<file path="src/rtl/ifetch_queue.sv">
// Instruction prefetch queue between IM and decode; issues sequential reads and handles redirect flush and start/stop run control.
// Latency: fetch-to-decode 2 cycles, or 1 cycle when built with IFQ_BYPASS_EN (response bypasses an empty queue).
// Backpressure: reads stop once stored + in-flight entries reach DEPTH; decode drains with deq, redirect flushes.
module ifetch_queue #(
    parameter int DATA_WIDTH = 16,
    parameter int ADDR_WIDTH = 8,
    parameter int DEPTH      = 4,
    parameter int CNT_WIDTH  = $clog2(DEPTH + 1)
) (
    input  logic                  clk,
    input  logic                  rst,
    input  logic                  start,
    input  logic                  stop,
    input  logic                  redirect,
    input  logic [ADDR_WIDTH-1:0] redirect_addr,
    output logic [ADDR_WIDTH-1:0] im_addr,
    output logic                  im_rd,
    input  logic [DATA_WIDTH-1:0] im_r_data,
    input  logic                  deq,
    output logic                  inst_valid,
    output logic [DATA_WIDTH-1:0] inst_o,
    output logic [ADDR_WIDTH-1:0] pc_o,
    output logic [CNT_WIDTH-1:0]  count,
    output logic                  halted
);

    localparam int PTR_W = (DEPTH > 1) ? $clog2(DEPTH) : 1;

    localparam logic [1:0] S_IDLE  = 2'd0;
    localparam logic [1:0] S_FETCH = 2'd1;
    localparam logic [1:0] S_HALT  = 2'd2;

    logic [1:0]            state;
    logic [ADDR_WIDTH-1:0] fetch_pc;
    logic [ADDR_WIDTH-1:0] inflight_pc;
    logic                  inflight;
    logic [DATA_WIDTH-1:0] q_data [DEPTH];
    logic [ADDR_WIDTH-1:0] q_pc   [DEPTH];
    logic [PTR_W-1:0]      head;
    logic [PTR_W-1:0]      tail;
    logic [CNT_WIDTH-1:0]  cnt;

    logic [CNT_WIDTH:0]    occupancy;
    logic                  issue;
    logic                  rsp;
    logic                  head_vld;
    logic                  byp_take;
    logic                  enq;
    logic                  pop;

    function automatic logic [PTR_W-1:0] ptr_inc(input logic [PTR_W-1:0] p);
        return (p == PTR_W'(DEPTH - 1)) ? '0 : p + 1'b1;
    endfunction

    // Space check uses registered occupancy only, so a same-cycle deq never frees a slot for issue.
    assign occupancy = {1'b0, cnt} + (CNT_WIDTH + 1)'(inflight);
    assign issue     = (state == S_FETCH) && !stop && !redirect &&
                       (occupancy < (CNT_WIDTH + 1)'(DEPTH));
    assign rsp       = inflight && !redirect;
    assign head_vld  = (cnt != '0);
    assign pop       = deq && !redirect && head_vld;

`ifdef IFQ_BYPASS_EN
    logic bypass_vld;
    assign bypass_vld = rsp && !head_vld;
    assign byp_take   = bypass_vld && deq;
    assign inst_valid = head_vld || bypass_vld;
    assign inst_o     = head_vld ? q_data[head] : (bypass_vld ? im_r_data   : '0);
    assign pc_o       = head_vld ? q_pc[head]   : (bypass_vld ? inflight_pc : '0);
`else
    assign byp_take   = 1'b0;
    assign inst_valid = head_vld;
    assign inst_o     = head_vld ? q_data[head] : '0;
    assign pc_o       = head_vld ? q_pc[head]   : '0;
`endif

    assign enq     = rsp && !byp_take;
    assign im_rd   = issue;
    assign im_addr = fetch_pc;
    assign count   = cnt;
    assign halted  = (state == S_HALT) && !head_vld && !inflight;

    always_ff @(posedge clk or posedge rst) begin
        if (rst) begin
            state       <= S_IDLE;
            fetch_pc    <= '0;
            inflight    <= 1'b0;
            inflight_pc <= '0;
            head        <= '0;
            tail        <= '0;
            cnt         <= '0;
        end else begin
            case (state)
                S_IDLE:  if (start) state <= S_FETCH;
                S_FETCH: if (stop)  state <= S_HALT;
                S_HALT:  state <= S_HALT;
                default: state <= S_IDLE;
            endcase

            if (redirect)
                fetch_pc <= redirect_addr;
            else if (issue)
                fetch_pc <= fetch_pc + 1'b1;

            inflight <= issue;
            if (issue)
                inflight_pc <= fetch_pc;

            if (redirect) begin
                head <= '0;
                tail <= '0;
                cnt  <= '0;
            end else begin
                if (enq) tail <= ptr_inc(tail);
                if (pop) head <= ptr_inc(head);
                case ({enq, pop})
                    2'b10:   cnt <= cnt + 1'b1;
                    2'b01:   cnt <= cnt - 1'b1;
                    default: cnt <= cnt;
                endcase
            end
        end
    end

    // Storage is not reset: entries are only observed once count marks them valid.
    always_ff @(posedge clk) begin
        if (enq) begin
            q_data[tail] <= im_r_data;
            q_pc[tail]   <= inflight_pc;
        end
    end

endmodule
</file>
<file path="config.mk">
export PLATFORM = sky130hd
export DESIGN_NAME = ifetch_queue
export DESIGN_NICKNAME = d
export VERILOG_FILES = /design/src/rtl/ifetch_queue.sv
export SDC_FILE = /design/constraint.sdc
export NUM_CORES = 1
export LEC_CHECK = 0
export ABC_AREA = 1
export CAP_MARGIN = 20
export CORE_ASPECT_RATIO = 2
export CORE_MARGIN = 5
export CORE_UTILIZATION = 51
export CTS_BUF_LIST = sky130_fd_sc_hd__clkbuf_2 sky130_fd_sc_hd__clkbuf_4 sky130_fd_sc_hd__clkbuf_8
export DETAILED_ROUTE_END_ITERATION = 10
export PLACE_DENSITY_LB_ADDON = 0.2
export SLEW_MARGIN = 10
export SYNTH_ARGS = -nofsm -noshare
export SYNTH_HDL_FRONTEND = slang
export SYNTH_SLANG_ARGS = --single-unit
</file>
<file path="constraint.sdc">
create_clock -name clk -period 2.1 [get_ports clk]
set_input_delay 0.525 -clock clk [delete_from_list [all_inputs] [get_ports clk]]
set_output_delay 0.525 -clock clk [all_outputs]
set_load 0.02 [all_outputs]
</file>
---- Word level (Yosys, flattened, before mapping) ----
Memories as Yosys holds them, arrays and structs flattened.
Index checks and enable logic that the tools add are counted.
operators by class
  equality and inequality tests ........... 8
  muxes and demuxes ....................... 17
  reduce and logical (&&, ||, !) cells .... 19
  $add $sub $neg .......................... 6
  magnitude comparators ................... 1
operator list
  cell                                                                   count
  8-bit 2-to-1 mux                                                       3
  16-bit 2-to-1 mux                                                      1
  2-bit 2-to-1 mux                                                       8
  8-bit by 1-bit adder with 8-bit output, second input constant          1
  2-bit equality test, second input constant                             4
  1-bit logical AND                                                      8
  2-bit case mux with 3 select lines                                     1
  3-bit case mux with 2 select lines                                     1
  2-bit nonzero test                                                     3
  3-bit nonzero test                                                     2
  2-bit by 1-bit adder with 2-bit output, second input constant          2
  3-bit by 1-bit adder with 4-bit output                                 1
  2-bit by 1-bit equality test with 1-bit output, second input constant  2
  1-bit zero test                                                        4
  4-bit by 3-bit < comparator with 1-bit output, second input constant   1
  2-bit != test, second input constant                                   2
  3-bit by 1-bit adder with 3-bit output, second input constant          1
  3-bit 2-to-1 mux                                                       1
  3-bit by 1-bit subtractor with 3-bit output, second input constant     1
  2-bit zero test                                                        1
  1-bit 2-to-1 mux                                                       2
  2-bit AND reduction                                                    1
word-level totals
  logic and storage cells ................. 60
  output and inout bits ................... 38
  bits in registers ....................... 26
  bits in writable memories ............... 96
  memories kept ........................... 2
memory list
  name    depth  width  rd ports  clocked after Yosys merged registers in  wr ports  line  source
  q_data  4      16     1         0                                        1         37    logic [DATA_WIDTH-1:0] q_data [DEPTH];
  q_pc    4      8      1         0                                        1         38    logic [ADDR_WIDTH-1:0] q_pc [DEPTH];

---- Depth between registers and ports, before layout ----
  depth in word-level cells ............... 6
  depth in mapped cells ................... 11
  depth with buffers taken out ............ 11

---- Worst setup path after synthesis ----
OpenSTA, ideal clock, no wires.
  path kind ............................... input -> register
  start ................................... in redirect
  end ..................................... mem q_data[1][0] (enable)
  arrival ................................. 1830 ps
  setup slack ............................. -135 ps
  stages on the path ...................... 3
  path through ............................ inv_1 nand2_1 nor2_1
on the way
  cells in the longest elaborated chain, start to end .. 4
RTL lines
  item                                    line  source
  from (decl)                             14    input logic redirect,
  1-bit zero test                         59    assign rsp = inflight && !redirect;
  1-bit logical AND                       59
  1-bit 2-to-1 mux                        127   if (enq) begin
  1-bit 2-to-1 mux (not written as such)  128   q_data[tail] <= im_r_data;
  to (decl)                               37
No other way between the ends.

---- Final worst setup path ----
  start ................................... reg head[0]
  end ..................................... out pc_o[4]
on the way
  cells in the longest elaborated chain, start to end .. 2
RTL lines
  item                    line  source
  from (decl)             39    logic [PTR_W-1:0] head;
  from (signal assigned)  115   if (pop) head <= ptr_inc(head);
  memory 4 x 8 bit        n/a
  8-bit 2-to-1 mux        74    assign pc_o = head_vld ? q_pc[head] : '0;
  to (decl)               22    output logic [ADDR_WIDTH-1:0] pc_o,
No other way between the ends.

==> impl_metrics.yaml <==
place:
  place.gp.congestion: 0.798
  numPortBuffers: 67
  dp_hpwl_um: 7120
  placed_cells: 673
  dp_slack_ps: -408
clock_network:
  cts.reportedPaths.clkPinSlew_ps: 70
  cts_buffers: 17
  cts.htree.levels: 4
  tritoncts: "done"
  clock_path_buffers: 2
  clkSinkCount: 122
  clk_latency_ps: 430
  cts_root_buffer: "clkbuf_8"
die:
  die_area_mm2: 0.0122
  num_io_pins: 68
  num_rows: 51
  fp.dieW_um: 80.8
  start_util_pct: 52.3
  coreArea_mm2: 0.00976
  die_y_um: 152
status:
  outcome: "finished with violations"
  violations: "negative setup slack"
yosys:
  synth_area_leader_cell: "edfxtp_1"
  synth_xor_area_share_pct: 0.514
  synth_top_family_by_area: "simple AND/OR/NAND/NOR gates"
  synthAdderAreaFrac_pct: 2.35
  yosys_warnings: 0
  synthMuxAreaShare_pct: 0
  synth.distinct_cells: 26
  syn_area_per_cell_um2: 11.1
  syn_nets: 499
  ys_seq_area_share_pct: 69.2
  synth_compound_area_share_pct: 9.58
  ys_ff_latch: 122
  synth_top_area_share_pct: 56.4
  syn-instance-count: 460
  synth-simple-area-share_pct: 14.2
  ys_top_cells_by_area: "edfxtp_1 56%, dfrtp_1 13%, nor2_1 8.0%"
  syn_area_mm2: 0.00511
cells_and_area:
  layoutNonFillerInstCount: 710
  nNetsFinal: 604
  drive_gt1_share_pct: 21.5
  diodes: 0
  syn2layout_area_growth_pct: 32.0
critical_path:
  startpoint: "head[0]$_DFFE_PP0P_"
  critical_path_class: "flip-flop to output port"
  critPathMaxStageDelay_ps: 460
  worstPathCellList: "inv_2 -> buf_12 -> o21ai_0 -> a21oi_1 -> clkdlybuf4s15_2"
  slowest_stage: "dfrtp_2"
  crit_arrival_ps: 1730
  r2r_start: "count[0]$_DFFE_PP0P_"
  crit_path_end_kind: "output port"
  cp_max_fo: 16
  critPathLaunchType: "flip-flop"
  crit_family: "buffers and inverters"
  crit_required_ps: 1570
  worst-path-buf-inv: 3
pwr:
  p_leak_nw: 2.69
  peakVddDrop_v: 0.000868
  powerDensity_mw_per_mm2: 1210
  power_mw: 8.19
timing:
  hold_violations: 0
  rsz0062_at_grt: "yes"
  fin_crit_ps: 2250
  slew_viol_final: 0
  finalSetupViolCount: 24
  max_slew.worst_pin.slew_ps: 343
  timing.fmax_mhz: 444
  worst_slack_ps: -150
  skew_ps: 7.78
  timing.final.crit_share_pct: 107
  relSlewSlack_pct: 77.2
global_route:
  grt_pass1_wl_um: 17900
  grt_use_met3_pct: 4.50
  gr-total-overflow: 0
  grt_start_max_net_pins: 27
  grt_pass1_vias: 3759
  antenna_found_initial: 0
  met1_usage_pct: 20.4
  track_usage_pct: 19.9
  use_met2_pct: 36.8
  top_usage_layer: "met2"
flow_run:
  maxCapViolations: 0
detailed_routing:
  drc: 0
  firstDrtPassIters: 5
  first_iter_violations: 163
  wirelength_um: 11100
  wl_per_cell_um: 15.6
  post_drt_via_cell_ratio: 5.17
  via_count: 3670
  ant_nets: 0
hold_path:
  hp-class: "input port to async pin"
-- worst reg2reg max path, cell delays in order (launching register included) --
cell and delay, ps:
dfrtp_1 380, nor2_1 130, nand2_2 60, buf_4 150
nand3_2 60, inv_1 60, fa_1 380, xnor2_1 200
inv_1 60, nand2_1 60, nand2_1 50, nand2_1 50
nand2_1 50
-- cells in the final DEF, fill, tap and decap left out, types with 3 or more instances in the layout --
master / n
edfxtp_1: 96
nor2_1: 91
nand2_1: 54
buf_4: 39
clkdlybuf4s50_1: 35
o21ai_0: 34
a21oi_1: 28
o21ai_1: 27
inv_1: 24
dfrtp_1: 24
clkbuf_8: 17
nor2_2: 15
nand3_1: 13
buf_12: 9
ha_1: 7
inv_2: 6
buf_6: 6
clkbuf_4: 5
dlymetal6s2s_1: 5
nor2_4: 4
clkinv_1: 4
buf_2: 4
o211ai_1: 3
bufinv_16: 3
clkdlybuf4s15_2: 3
-- metrics by stage --
stage | TNS, ps | instance area [µm²] | hold WS, ps | util [%]
2_1_floorplan | -12990 | 5110 | 476 | -
3_3_place_gp | -2330 | 6200 | 486 | 63.5
3_5_place_dp | -2850 | 6200 | 504 | 63.5
4_1_cts | -2420 | 6640 | 448 | 68.0
5_1_grt | -4710 | 6740 | 462 | 69.1
6_report | -1900 | 6740 | 459 | 69.1
-- cell type report --
type | instances | area [µm²]
flip-flops and latches | 122 | 3540
repair buffers | 105 | 1100
well taps | 132 | 165
multi-input cells | 289 | 1440
inverters | 30 | 113
clock inverters | 10 | 125
clock buffers | 22 | 272
fillers | 724 | 3020
-- final timing paths --
path	end	slack (ps)	depth (start not counted)
worst max-delay path	pc_o[4]	-150	5
max in group asynchronous	head[1]$_DFFE_PP0P_	1360	3
worst min-delay path	inflight_pc[3]$_DFFE_PP0P_	460	3
worst min register to register	q_pc[2][1]$_DFFE_PP_	510	0
min in group clk	q_pc[2][1]$_DFFE_PP_	510	0
worst max register to register	count[2]$_DFFE_PP0P_	310	12
-- synthesized netlist by cell type --
cell type and n:
a21oi_1 28, a22oi_1 1, buf_2 7, buf_4 2, buf_6 2, clkbuf_1 8, dfrtp_1 26, edfxtp_1 96
fa_1 1, ha_1 8, inv_1 28, inv_2 2, nand2_1 54, nand2_2 2, nand3_1 13, nand3_2 2
nand3b_1 1, nor2_1 109, nor2_2 1, o211ai_1 3, o21ai_0 40, o21ai_1 21, o22ai_1 1, o31ai_1 1
xnor2_1 2, xor2_1 1
-- sequential cells by signal, indices dropped and copies added (netlist names) --
name,flops
tail,2
q_pc,32
state,2
q_data,64
im_addr,8
count,3
head,2
inflight,1
inflight_pc,8
-- layer usage --
metal  part of all wire [%]  up-vias
met5                      0        -
met2                     56      111
met3                    5.8       17
met1                     36     1765
li1                       -     1777
met4                    2.1        0
-- logic make-up (layout without fill, tap and decap cells) --
group	after synthesis	count (layout)
buf+inv	49	167
flops	122	122
compound gates	95	95
xor+xnor	3	3
fa+ha+maj	9	9
simple gates	182	182
-- power by group --
group	internal, mW	leakage [nW]	total [mW]	switching [mW]
Sequential	2.85	1.20	3.03	0.173
Combinational	1.35	1.30	3.11	1.76
Clock	1.22	0.198	2.05	0.831
Total	5.42	2.69	8.19	2.76
-- repair_timing --
item	4_1_cts	5_1_grt
resized for setup	134	32
hold buffers	0	0
cloned	2	1
buffers inserted	1	1
setup endpoints to repair	27	31
pin swaps	5	7
Note: power is estimated with default switching activity, not from simulation.
